==> config.mk <==
export PLATFORM = sky130hd
export DESIGN_NAME = psr_bank_ctrl_flat
export DESIGN_NICKNAME = d
export VERILOG_FILES = /design/src/rtl/psr_pkg.sv /design/src/rtl/psr_bank_ctrl_if.sv /design/src/rtl/psr_spsr_reg.sv /design/src/rtl/psr_bank_ctrl.sv /design/src/flat_wrapper.sv
export SDC_FILE = /design/constraint.sdc
export NUM_CORES = 1
export LEC_CHECK = 0
export CORE_MARGIN = 4
export CORE_UTILIZATION = 57
export DETAILED_ROUTE_END_ITERATION = 8
export PLACE_DENSITY = 0.82
export SLEW_MARGIN = 20
export SYNTH_ARGS = -nofsm -noshare
export SYNTH_HDL_FRONTEND = slang
export SYNTH_SLANG_ARGS = --single-unit
==> constraint.sdc <==
create_clock -name clk -period 8.3 [get_ports clk]
set_input_delay 1.66 -clock clk [delete_from_list [all_inputs] [get_ports clk]]
set_output_delay 1.66 -clock clk [all_outputs]
set_load 0.03 [all_outputs]
==> src/rtl/psr_pkg.sv <==
// psr_pkg: shared constants, types and helper functions for the CPSR/SPSR unit.
// Build option: PSR_MON_HYP_EN adds the mon and hyp modes with their SPSR banks.
package psr_pkg;

    localparam logic [4:0] MODE_USR = 5'b10000;
    localparam logic [4:0] MODE_FIQ = 5'b10001;
    localparam logic [4:0] MODE_IRQ = 5'b10010;
    localparam logic [4:0] MODE_SVC = 5'b10011;
    localparam logic [4:0] MODE_ABT = 5'b10111;
    localparam logic [4:0] MODE_UND = 5'b11011;
    localparam logic [4:0] MODE_SYS = 5'b11111;

    typedef logic [2:0] bank_idx_t;

    localparam bank_idx_t BANK_FIQ = 3'd0;
    localparam bank_idx_t BANK_IRQ = 3'd1;
    localparam bank_idx_t BANK_SVC = 3'd2;
    localparam bank_idx_t BANK_ABT = 3'd3;
    localparam bank_idx_t BANK_UND = 3'd4;

`ifdef PSR_MON_HYP_EN
    localparam logic [4:0] MODE_MON = 5'b10110;
    localparam logic [4:0] MODE_HYP = 5'b11010;
    localparam bank_idx_t  BANK_MON = 3'd5;
    localparam bank_idx_t  BANK_HYP = 3'd6;
    localparam int         NUM_BANKS = 7;
`else
    localparam int         NUM_BANKS = 5;
`endif

    typedef struct packed {
        logic      valid;
        bank_idx_t idx;
    } bank_sel_t;

    typedef enum logic [1:0] {
        CAUSE_FIQ = 2'd0,
        CAUSE_IRQ = 2'd1,
        CAUSE_SVC = 2'd2,
        CAUSE_UND = 2'd3
    } exc_cause_e;

    // Low CPSR byte loaded on entry: mode plus the I/F masks for that exception
    function automatic logic [7:0] entry_cpsr(input exc_cause_e c);
        logic [7:0] v;
        case (c)
            CAUSE_FIQ: v = 8'hD1;
            CAUSE_IRQ: v = 8'h92;
            CAUSE_SVC: v = 8'h93;
            default:   v = 8'h9B;
        endcase
        return v;
    endfunction

    // Which SPSR bank a mode owns; valid=0 for usr, sys and undefined encodings
    function automatic bank_sel_t mode_to_bank(input logic [4:0] m);
        bank_sel_t s;
        s.valid = 1'b1;
        s.idx   = BANK_FIQ;
        case (m)
            MODE_FIQ: s.idx = BANK_FIQ;
            MODE_IRQ: s.idx = BANK_IRQ;
            MODE_SVC: s.idx = BANK_SVC;
            MODE_ABT: s.idx = BANK_ABT;
            MODE_UND: s.idx = BANK_UND;
`ifdef PSR_MON_HYP_EN
            MODE_MON: s.idx = BANK_MON;
            MODE_HYP: s.idx = BANK_HYP;
`endif
            default:  s.valid = 1'b0;
        endcase
        return s;
    endfunction

    // A mode is legal if it is usr/sys or owns a bank in this build
    function automatic logic mode_legal(input logic [4:0] m);
        bank_sel_t s;
        s = mode_to_bank(m);
        return (m == MODE_USR) || (m == MODE_SYS) || s.valid;
    endfunction

endpackage

==> src/rtl/psr_bank_ctrl_if.sv <==
// psr_bank_ctrl_if: control/flag bus between the decode FSM (master) and the PSR unit (slave).
interface psr_bank_ctrl_if #(
    parameter int NUM_EXC = 4
);
    logic [NUM_EXC-1:0] exc_req;
    logic               exc_ack;
    logic [1:0]         exc_cause;
    logic               ret_req;
    logic               msr_we;
    logic               msr_spsr;
    logic [3:0]         msr_mask;
    logic [31:0]        msr_data;
    logic               flag_we;
    logic [3:0]         nzcv;
    logic [31:0]        cpsr;
    logic [31:0]        spsr_cur;
    logic               mode_illegal;

    modport master (
        output exc_req, ret_req, msr_we, msr_spsr, msr_mask, msr_data, flag_we, nzcv,
        input  exc_ack, exc_cause, cpsr, spsr_cur, mode_illegal
    );

    modport slave (
        input  exc_req, ret_req, msr_we, msr_spsr, msr_mask, msr_data, flag_we, nzcv,
        output exc_ack, exc_cause, cpsr, spsr_cur, mode_illegal
    );
endinterface

==> src/rtl/psr_spsr_reg.sv <==
// psr_spsr_reg: one 32-bit saved program status register with byte write enables.
module psr_spsr_reg (
    input  logic        clk,
    input  logic        clr,
    input  logic [3:0]  i_be,
    input  logic [31:0] i_d,
    output logic [31:0] o_q
);
    logic [31:0] r_q;

    // Load each enabled byte; clr wipes the whole register
    always_ff @(posedge clk or posedge clr) begin
        if (clr) begin
            r_q <= '0;
        end else begin
            for (int k = 0; k < 4; k++) begin
                if (i_be[k]) r_q[k*8 +: 8] <= i_d[k*8 +: 8];
            end
        end
    end

    assign o_q = r_q;
endmodule

==> src/rtl/psr_bank_ctrl.sv <==
// psr_bank_ctrl: CPSR plus banked SPSRs, exception entry/return, MSR and flag updates.
// Build option: PSR_MON_HYP_EN (see psr_pkg) enables the mon/hyp banks.
module psr_bank_ctrl
    import psr_pkg::*;
#(
    parameter int          NUM_EXC    = 4,
    parameter logic [31:0] RESET_CPSR = 32'h0000_0010,
    parameter int          ACK_CYCLES = 1
) (
    input  logic           clk,
    input  logic           clr,
    psr_bank_ctrl_if.slave bus
);
    typedef enum logic {ST_RUN, ST_ACK} state_e;

    localparam logic [1:0] ACK_LAST = 2'(ACK_CYCLES - 1);

    state_e      r_state;
    logic [1:0]  r_ack_cnt;
    logic        r_exc_ack;
    exc_cause_e  r_exc_cause;
    logic [31:0] r_cpsr;
    logic        r_mode_illegal;

    logic [31:0] w_spsr    [NUM_BANKS];
    logic [3:0]  w_bank_be [NUM_BANKS];
    logic [31:0] w_bank_d;
    bank_sel_t   w_cur_sel;
    logic [31:0] w_spsr_cur;
    logic        w_accept;
    exc_cause_e  w_acc_cause;
    logic [31:0] w_cpsr_nxt;
    logic        w_illegal;
    logic [31:0] w_saved;
    logic [7:0]  w_entry_c;
    bank_sel_t   w_entry_sel;

    for (genvar b = 0; b < NUM_BANKS; b++) begin : g_bank
        psr_spsr_reg u_spsr (
            .clk  (clk),
            .clr  (clr),
            .i_be (w_bank_be[b]),
            .i_d  (w_bank_d),
            .o_q  (w_spsr[b])
        );
    end

    // Select the SPSR belonging to the current mode, zero when the mode has none
    always_comb begin
        w_cur_sel  = mode_to_bank(r_cpsr[4:0]);
        w_spsr_cur = '0;
        for (int b = 0; b < NUM_BANKS; b++) begin
            if (w_cur_sel.valid && w_cur_sel.idx == 3'(b)) w_spsr_cur = w_spsr[b];
        end
    end

    // Pick the lowest-index unmasked request; only fiq/irq can be masked
    always_comb begin
        w_accept    = 1'b0;
        w_acc_cause = CAUSE_FIQ;
        if (r_state == ST_RUN) begin
            for (int i = NUM_EXC - 1; i >= 0; i--) begin
                if (bus.exc_req[i] && !((i == 0 && r_cpsr[6]) || (i == 1 && r_cpsr[7]))) begin
                    w_accept    = 1'b1;
                    w_acc_cause = exc_cause_e'(2'(i));
                end
            end
        end
    end

    // Resolve one operation per cycle: entry, then return, then MSR, with flags merged last
    always_comb begin
        w_cpsr_nxt = r_cpsr;
        w_illegal  = 1'b0;
        w_bank_d   = bus.msr_data;
        for (int b = 0; b < NUM_BANKS; b++) w_bank_be[b] = 4'h0;

        w_saved = r_cpsr;
        if (bus.flag_we) w_saved[31:28] = bus.nzcv;
        w_entry_c   = entry_cpsr(w_acc_cause);
        w_entry_sel = mode_to_bank(w_entry_c[4:0]);

        if (w_accept) begin
            w_bank_d = w_saved;
            for (int b = 0; b < NUM_BANKS; b++) begin
                if (w_entry_sel.valid && w_entry_sel.idx == 3'(b)) w_bank_be[b] = 4'hF;
            end
            w_cpsr_nxt[7:0] = w_entry_c;
        end else if (r_state == ST_RUN && bus.ret_req) begin
            if (w_cur_sel.valid) w_cpsr_nxt = w_spsr_cur;
            else                 w_illegal  = 1'b1;
        end else begin
            if (r_state == ST_RUN && bus.msr_we) begin
                if (bus.msr_spsr) begin
                    if (!w_cur_sel.valid) w_illegal = 1'b1;
                    for (int b = 0; b < NUM_BANKS; b++) begin
                        if (w_cur_sel.valid && w_cur_sel.idx == 3'(b)) w_bank_be[b] = bus.msr_mask;
                    end
                end else begin
                    if (bus.msr_mask[3]) w_cpsr_nxt[31:24] = bus.msr_data[31:24];
                    if (bus.msr_mask[2]) w_cpsr_nxt[23:16] = bus.msr_data[23:16];
                    if (bus.msr_mask[1]) w_cpsr_nxt[15:8]  = bus.msr_data[15:8];
                    if (bus.msr_mask[0] && r_cpsr[4:0] != MODE_USR) begin
                        if (mode_legal(bus.msr_data[4:0])) w_cpsr_nxt[7:0] = bus.msr_data[7:0];
                        else                               w_illegal       = 1'b1;
                    end
                end
            end
            if (bus.flag_we) w_cpsr_nxt[31:28] = bus.nzcv;
        end
    end

    // RUN/ACK sequencer together with the registered CPSR and status outputs
    always_ff @(posedge clk or posedge clr) begin
        if (clr) begin
            r_state        <= ST_RUN;
            r_ack_cnt      <= 2'd0;
            r_exc_ack      <= 1'b0;
            r_exc_cause    <= CAUSE_FIQ;
            r_cpsr         <= RESET_CPSR;
            r_mode_illegal <= 1'b0;
        end else begin
            r_cpsr         <= w_cpsr_nxt;
            r_mode_illegal <= w_illegal;
            case (r_state)
                ST_RUN: begin
                    if (w_accept) begin
                        r_state     <= ST_ACK;
                        r_ack_cnt   <= 2'd0;
                        r_exc_ack   <= 1'b1;
                        r_exc_cause <= w_acc_cause;
                    end
                end
                ST_ACK: begin
                    if (r_ack_cnt == ACK_LAST) begin
                        r_state   <= ST_RUN;
                        r_exc_ack <= 1'b0;
                    end else begin
                        r_ack_cnt <= r_ack_cnt + 2'd1;
                    end
                end
                default: r_state <= ST_RUN;
            endcase
        end
    end

    assign bus.cpsr         = r_cpsr;
    assign bus.spsr_cur     = w_spsr_cur;
    assign bus.exc_ack      = r_exc_ack;
    assign bus.exc_cause    = r_exc_cause;
    assign bus.mode_illegal = r_mode_illegal;
endmodule
==> src/flat_wrapper.sv <==
// flat-port wrapper written by rule: the top's interface ports become plain ports
module psr_bank_ctrl_flat import psr_pkg::*;
#(
    parameter int          NUM_EXC    = 4,
    parameter logic [31:0] RESET_CPSR = 32'h0000_0010,
    parameter int          ACK_CYCLES = 1
)
  (clk, clr, bus_exc_req, bus_ret_req, bus_msr_we, bus_msr_spsr, bus_msr_mask, bus_msr_data, bus_flag_we, bus_nzcv, bus_exc_ack, bus_exc_cause, bus_cpsr, bus_spsr_cur, bus_mode_illegal);
  psr_bank_ctrl_if #(.NUM_EXC(NUM_EXC)) bus_i ();
  input  logic clk;
  input  logic clr;
  input wire logic [$bits(bus_i.exc_req)-1:0] bus_exc_req;
  input wire logic [$bits(bus_i.ret_req)-1:0] bus_ret_req;
  input wire logic [$bits(bus_i.msr_we)-1:0] bus_msr_we;
  input wire logic [$bits(bus_i.msr_spsr)-1:0] bus_msr_spsr;
  input wire logic [$bits(bus_i.msr_mask)-1:0] bus_msr_mask;
  input wire logic [$bits(bus_i.msr_data)-1:0] bus_msr_data;
  input wire logic [$bits(bus_i.flag_we)-1:0] bus_flag_we;
  input wire logic [$bits(bus_i.nzcv)-1:0] bus_nzcv;
  output wire logic [$bits(bus_i.exc_ack)-1:0] bus_exc_ack;
  output wire logic [$bits(bus_i.exc_cause)-1:0] bus_exc_cause;
  output wire logic [$bits(bus_i.cpsr)-1:0] bus_cpsr;
  output wire logic [$bits(bus_i.spsr_cur)-1:0] bus_spsr_cur;
  output wire logic [$bits(bus_i.mode_illegal)-1:0] bus_mode_illegal;
  assign bus_i.exc_req = bus_exc_req;
  assign bus_i.ret_req = bus_ret_req;
  assign bus_i.msr_we = bus_msr_we;
  assign bus_i.msr_spsr = bus_msr_spsr;
  assign bus_i.msr_mask = bus_msr_mask;
  assign bus_i.msr_data = bus_msr_data;
  assign bus_i.flag_we = bus_flag_we;
  assign bus_i.nzcv = bus_nzcv;
  assign bus_exc_ack = bus_i.exc_ack;
  assign bus_exc_cause = bus_i.exc_cause;
  assign bus_cpsr = bus_i.cpsr;
  assign bus_spsr_cur = bus_i.spsr_cur;
  assign bus_mode_illegal = bus_i.mode_illegal;
  psr_bank_ctrl #(.NUM_EXC(NUM_EXC), .RESET_CPSR(RESET_CPSR), .ACK_CYCLES(ACK_CYCLES)) u_core (.clk(clk), .clr(clr), .bus(bus_i));
endmodule
==> impl_metrics.tcl, run 1 <==
set metrics [dict create \
    h-tree-depth 4 \
    grt_overflow 0 \
    crit_slowest_cell "nand4bb_2" \
    grt_pass1_wl_um 45100 \
    cts_tree "yes" \
    start_util_pct 58.4 \
    worst-path-max-fanout 27 \
    cts_root_buffer "clkbuf_16" \
    seq_area_frac_synth_pct 49.0 \
    die_h_um 142 \
    routed_wl_um 28100 \
    syn_area_um2 10200 \
    start_kind "flop" \
    worst_slew_pin_slew_ns 1.12 \
    grt_pass1_vias 8501 \
    p_seq_share_pct 30.0 \
    final_area_um2 12100 \
    p_leak_nw 5.35 \
    vias_per_cell 6.33 \
    areaGrowthSynthToFinish_pct 18.8 \
    cts-buffers-inserted 17 \
    internal-power_w 0.00300 \
    die_x_um 142 \
    grtUsageTotal_pct 28.4 \
    cap_violations 0 \
    n_antenna_cell 0 \
    first_pass_iters 6 \
    whs_path_depth 1 \
    synthFlopType "dfrtp_1" \
    cp_cell_sequence "buf_4, nand4bb_2, a21oi_1, o32ai_1, a22o_1, clkdlybuf4s50_1" \
    multi_input_area_um2 4940 \
    rsz0062_at_grt "false" \
    postCtsResizedCells 0 \
    path_class "flop to output pin" \
    power_density_nw_per_um2 450 \
    antenna_found_initial 1 \
    status "finished, final reports clean" \
    fillers 1293 \
    ff2ff_path_depth 6 \
    synth.avg_cell_area_um2 10.2 \
    final_core_util_pct 69.4 \
    gp_congestion 0.873 \
    period_share_pct 68.4 \
    drive_gt1_share_pct 23.6 \
    p_sw_share_pct 44.9 \
    critical-path-max-stage-delay_ns 0.95 \
    ys_async_sr_fraction_pct 100 \
    yosys_warnings 0 \
    fin_skew_ns 0.00937 \
    p_comb_share_pct 54.5 \
    dieArea_um2 20000 \
    yosys_register_bits 199 \
    ant_nets 0 \
    clk_latency_ns 0.44 \
    hold_viol 0 \
    port_buffers 117 \
    detail_route.iter0.violations 891 \
    nets 1129 \
    syn_inst 996 \
    synth_edf_count 0 \
    syn-num-nets 1047 \
    core_um2 17400 \
    synth_cell_types 47 \
    via_count 8323 \
    relSlewSlack_pct 25.2 \
    drc 0 \
    clock_path_buffers 2 \
    max_freq_mhz 176 \
    final-max-slew-violation-count 0 \
    ios 118 \
    ir_drop_uv 281 \
    cts_hold_repair.buffers 0 \
    cts_setup_buffers 0 \
    setup_viol 0 \
    setup.worst_path.end_class "output pin" \
    pwr-share-clk_pct 15.5 \
    dp_hpwl_um 17500 \
    finalWorstPathRequiredPeriod_ns 5.67 \
    wire_per_inst_um 21.4 \
    path_clk_slew_ns 0.07 \
    hp-class "flop to flop" \
    finalSetupTns_ns 0 \
    cts_sinks 199 \
    fp-row-count 48 \
    worstPathArrival_ns 4.01 \
    p_switching_w 0.00244 \
    grt_max_degree 120 \
    placed_cell_area_um2 11500 \
    seq_area_um2 4980 \
    required_ns 6.64 \
]
[cells in the mapped netlist (all sizes together), types with 3 or more instances]
cell	instances	area, um2
nand2b	6	37.5
nor2b	8	50.1
a31oi	28	175
clkbuf	44	165
a22o	10	87.6
buf	19	100
and2	3	18.8
a22oi	6	45.0
o32ai	26	228
a211oi	4	30.0
nor3	10	65.1
nand2	199	757
nor2	75	282
a21oi	77	468
mux2	180	2030
o21ai	46	230
mux2i	8	80.1
inv	9	33.8
nand3	7	35.0
o22ai	8	50.1
dfrtp	198	4950
[sequential cells by signal, summed over array words and instances (netlist names)]
| signal | flops |
|---|---|
| u_core.g_bank.u_spsr.o_q | 160 |
| u_core.bus.cpsr | 32 |
| u_core.bus.exc_cause | 2 |
| u_core.r_ack_cnt | 2 |
| u_core.bus.exc_ack | 1 |
| u_core.bus.mode_illegal | 1 |
| u_core.r_state | 1 |
[cells by family (layout without fill, tap and decap cells)]
logic type,after synthesis,after routing,share of synthesized area [%]
simple gates,317,317,13.0
compound gates,218,218,14.1
flops,199,199,49.0
mux,188,188,20.7
buf+inv,73,167,2.98
fa+ha+maj,1,1,0.123
[path summary, 6_finish.rpt]
| path | slack (ns) | to | start |
|---|---|---|---|
| max in group asynchronous | 5.25 | u_core.g_bank[1].u_spsr.o_q[9] | clr |
| min in group asynchronous | 1.74 | u_core.g_bank[4].u_spsr.o_q[20] | clr |
| min | 0.50 | u_core.g_bank[4].u_spsr.o_q[31] | u_core.g_bank[4].u_spsr.o_q[31] |
| min reg2reg | 0.50 | u_core.g_bank[4].u_spsr.o_q[31] | u_core.g_bank[4].u_spsr.o_q[31] |
| max reg2reg | 4.46 | u_core.bus.cpsr[23] | u_core.bus.cpsr[2] |
| max | 2.63 | bus_spsr_cur[24] | u_core.bus.cpsr[2] |
[cell type report]
cell class                 count  area share (%)
sequential                   199            41.2
multi-input combinational    724            40.9
timing repair buffer         126            10.3
clock buffer                  21            3.89
tap                          225            2.33
clock inverter                10           0.994
inverter                      10           0.373
[cells in the final DEF (no fill, tap or decap), types with 10 or more instances in the layout]
master             n
o21ai_0           46
nand2_1          195
dfrtp_1          198
a21oi_1           59
nor2_1            73
mux2_2           177
clkdlybuf4s50_1  117
clkbuf_16         17
o32ai_1           26
a22o_1            10
a31oi_1           27
a21oi_2           16
[power groups by stage]
stage / registers (W) / logic, W / clock network (W)
final: 0.00163 / 0.00296 / 0.000844
after global routing: 0.00167 / 0.00318 / 0.000880
after CTS: 0.00162 / 0.00295 / 0.000849
after detailed placement: 0.00163 / 0.00293 / 0
after global placement: 0.00161 / 0.00286 / 0
after floorplan: 0.00169 / 0.00185 / 0
[per-stage QoR]
step	setup WS (ns)	cells	power (W)	hold slack, ns
after floorplan	1.22	996	0.00354	0.459
after global placement	3.40	1284	0.00447	0.475
after detailed placement	3.22	1284	0.00455	0.484
after CTS	2.71	1315	0.00542	0.500
after global routing	2.56	1315	0.00573	0.506
final	2.63	1315	0.00544	0.500
[metal layers]
layer	vias up	global-route usage, %	routed length (um)
met3	61	6.20	2440
met5	-	0	11
li1	3698	-	-
met2	440	45.8	13400
met4	2	10.1	623
met1	4122	38.1	11600
[critical path, delay by kind of cell, from the launching register on]
family	cells	cell delay, ns
flops	1	0.69
compound gates	3	0.94
buf+inv	2	0.97
simple gates	1	0.95
No activity file was read; power rests on OpenSTA's default activity.
==> inputs of run 2 (changes only) <==
- clock period: 8.3 -> 5.6 ns (I/O delays scaled with it)
==> run 2 against run 1 <==
Cell count is 0.76% higher. Register-to-register slack lost 2.3 ns. Flip-flop and latch count is the same. Core utilization rose by 0.49 points. Power grew 49%. Global-route usage fell by 0.18 points. Hold slack got worse by 0.012 ns. Sequential share of layout area is 0.29 points lower. Combinational power grew 50%. Clock power rose by 48%. First-iteration DRC count grew 3.5%. Die area unchanged. Highest routed layer unchanged.
==> impl_metrics.tcl, run 2 (synthesis results as in run 1) <==
set metrics [dict create \
    p_seq_share_pct 29.8 \
    pwr-share-clk_pct 15.4 \
    drive_gt1_share_pct 23.9 \
    detail_route.iter0.violations 922 \
    first_pass_iters 5 \
    p_switching_w 0.00362 \
    required_ns 4.48 \
    areaGrowthSynthToFinish_pct 19.7 \
    max_freq_mhz 213 \
    path_clk_slew_ns 0.07 \
    nets 1137 \
    p_total_w 0.00809 \
    die_h_um 142 \
    final_common_cell "dfrtp_1" \
    status "finished, final reports clean" \
    dp_hpwl_um 17700 \
    rsz0062_at_grt "false" \
    die_x_um 142 \
    ant_nets 0 \
    start_util_pct 58.4 \
    dieArea_um2 20000 \
    cts_sinks 199 \
    setup_viol 0 \
    routed_wl_um 28000 \
    cap_violations 0 \
    core_um2 17400 \
    grt_pass1_vias 8292 \
    p_comb_share_pct 54.7 \
    clk_latency_ns 0.43 \
    power_density_nw_per_um2 665 \
    cts-buffers-inserted 17 \
    p_sw_share_pct 44.7 \
    hold_viol 0 \
    hp-class "flop to flop" \
    grt_overflow 0 \
    ir_drop_uv 498 \
    worstPathArrival_ns 3.57 \
    drc 0 \
    final_cell_mix "198 x dfrtp_1, 195 x nand2_1, 177 x mux2_2" \
    whs_path_depth 1 \
    cts_hold_repair.buffers 0 \
    path_class "flop to output pin" \
    grtUsageTotal_pct 28.2 \
    start_kind "flop" \
    grt_pass1_wl_um 44600 \
    grt_max_degree 200 \
    wire_per_inst_um 21.1 \
    setup.worst_path.end_class "output pin" \
    cts_setup_buffers 0 \
    port_buffers 117 \
    clock_path_buffers 2 \
    vias_per_cell 6.27 \
    fp-row-count 48 \
    relSlewSlack_pct 30.8 \
    reg2reg_to "u_core.g_bank[3].u_spsr.o_q[0]" \
    internal-power_w 0.00447 \
    finalWorstPathRequiredPeriod_ns 4.69 \
    cts_root_buffer "clkbuf_16" \
    fillers 1280 \
    final-max-slew-violation-count 0 \
    postCtsResizedCells 0 \
    finalSetupTns_ns 0 \
    whs_endpoint "u_core.g_bank[3].u_spsr.o_q[0]" \
    regToRegSetupSlack_ns 2.19 \
    hold_start "u_core.g_bank[3].u_spsr.o_q[0]" \
    h-tree-depth 4 \
    worstReg2RegStart "u_core.bus.cpsr[2]" \
    gp_congestion 0.877 \
    fin_skew_ns 0.00887 \
    largest_reg_flops 160 \
    ios 118 \
    period_share_pct 83.8 \
    worst-path-max-fanout 20 \
    cts_tree "yes" \
    worst_slew_pin_slew_ns 1.03 \
    p_leak_nw 5.39 \
    antenna_found_initial 1 \
    via_count 8313 \
    worstSetupStartpoint "u_core.bus.cpsr[2]" \
    ff2ff_path_depth 6 \
]
-- run 2: cell count changes in the layout (fill, tap and decap cells not counted), moves of 2 or more --
cell        previous run  this run
inv_6                  2         0
clkbuf_8               3         0
buf_4                  8        15
clkinvlp_4             2         4
clkbuf_1               1         3
-- run 2: per-stage QoR --
step	instance area (um2)	util, %	cells	hold WS [ns]	worst slack, ns
finish	12200	69.8	1325	0.488	0.908
global route	12200	69.8	1324	0.506	0.919
CTS	12100	69.7	1323	0.492	1.00
detailed placement	11500	66.3	1291	0.477	1.52
global placement	11500	66.3	1291	0.460	1.57
floorplan	10200	-	996	0.459	1.91
-- run 2: cell type report --
| class | instances | area [um2] | share of cell area [%] |
|---|---|---|---|
| multi-input combinational | 724 | 4940 | 40.6 |
| sequential | 199 | 4980 | 40.9 |
| tap | 225 | 282 | 2.31 |
| inverter | 10 | 41.3 | 0.339 |
| antenna | 1 | 2.50 | 0.0206 |
| clock buffer | 20 | 437 | 3.59 |
| timing repair buffer | 134 | 1330 | 10.9 |
| clock inverter | 12 | 154 | 1.27 |
-- run 2: how the worst max path moves through the flow --
stage | slack, ns | depth (start not counted) | endpoint
after floorplan | 1.91 | 1 | u_core.bus.cpsr[0]
after CTS | 1.00 | 7 | bus_spsr_cur[17]
after detailed placement | 1.52 | 7 | bus_spsr_cur[17]
final | 0.91 | 7 | bus_spsr_cur[17]
after global placement | 1.57 | 7 | bus_spsr_cur[1]
after global routing | 0.92 | 6 | bus_spsr_cur[2]
-- run 2: per-layer routing --
metal  part of all wire (%)  vias up  track usage (%)
met5                  0.039        -                0
li1                       -     3724                -
met1                     42     4119             38.5
met4                    2.0        2             8.79
met2                     48      402             45.8
met3                    8.1       66             5.59
-- run 2: power by group through the flow --
stage | Sequential, W | Clock [W] | Combinational, W
after CTS | 0.00239 | 0.00125 | 0.00439
after global placement | 0.00238 | 0 | 0.00427
after detailed placement | 0.00241 | 0 | 0.00436
final | 0.00241 | 0.00125 | 0.00443
after floorplan | 0.00251 | 0 | 0.00275
after global routing | 0.00247 | 0.00132 | 0.00472
-- run 2: worst max-delay path, cell delays in order, from the launching register on --
cell	delay, ns
dfrtp_1	0.91
nand4bb_2	0.53
buf_4	0.31
a21oi_1	0.08
o32ai_1	0.34
nand2_1	0.18
nand2_1	0.10
clkdlybuf4s50_1	0.67
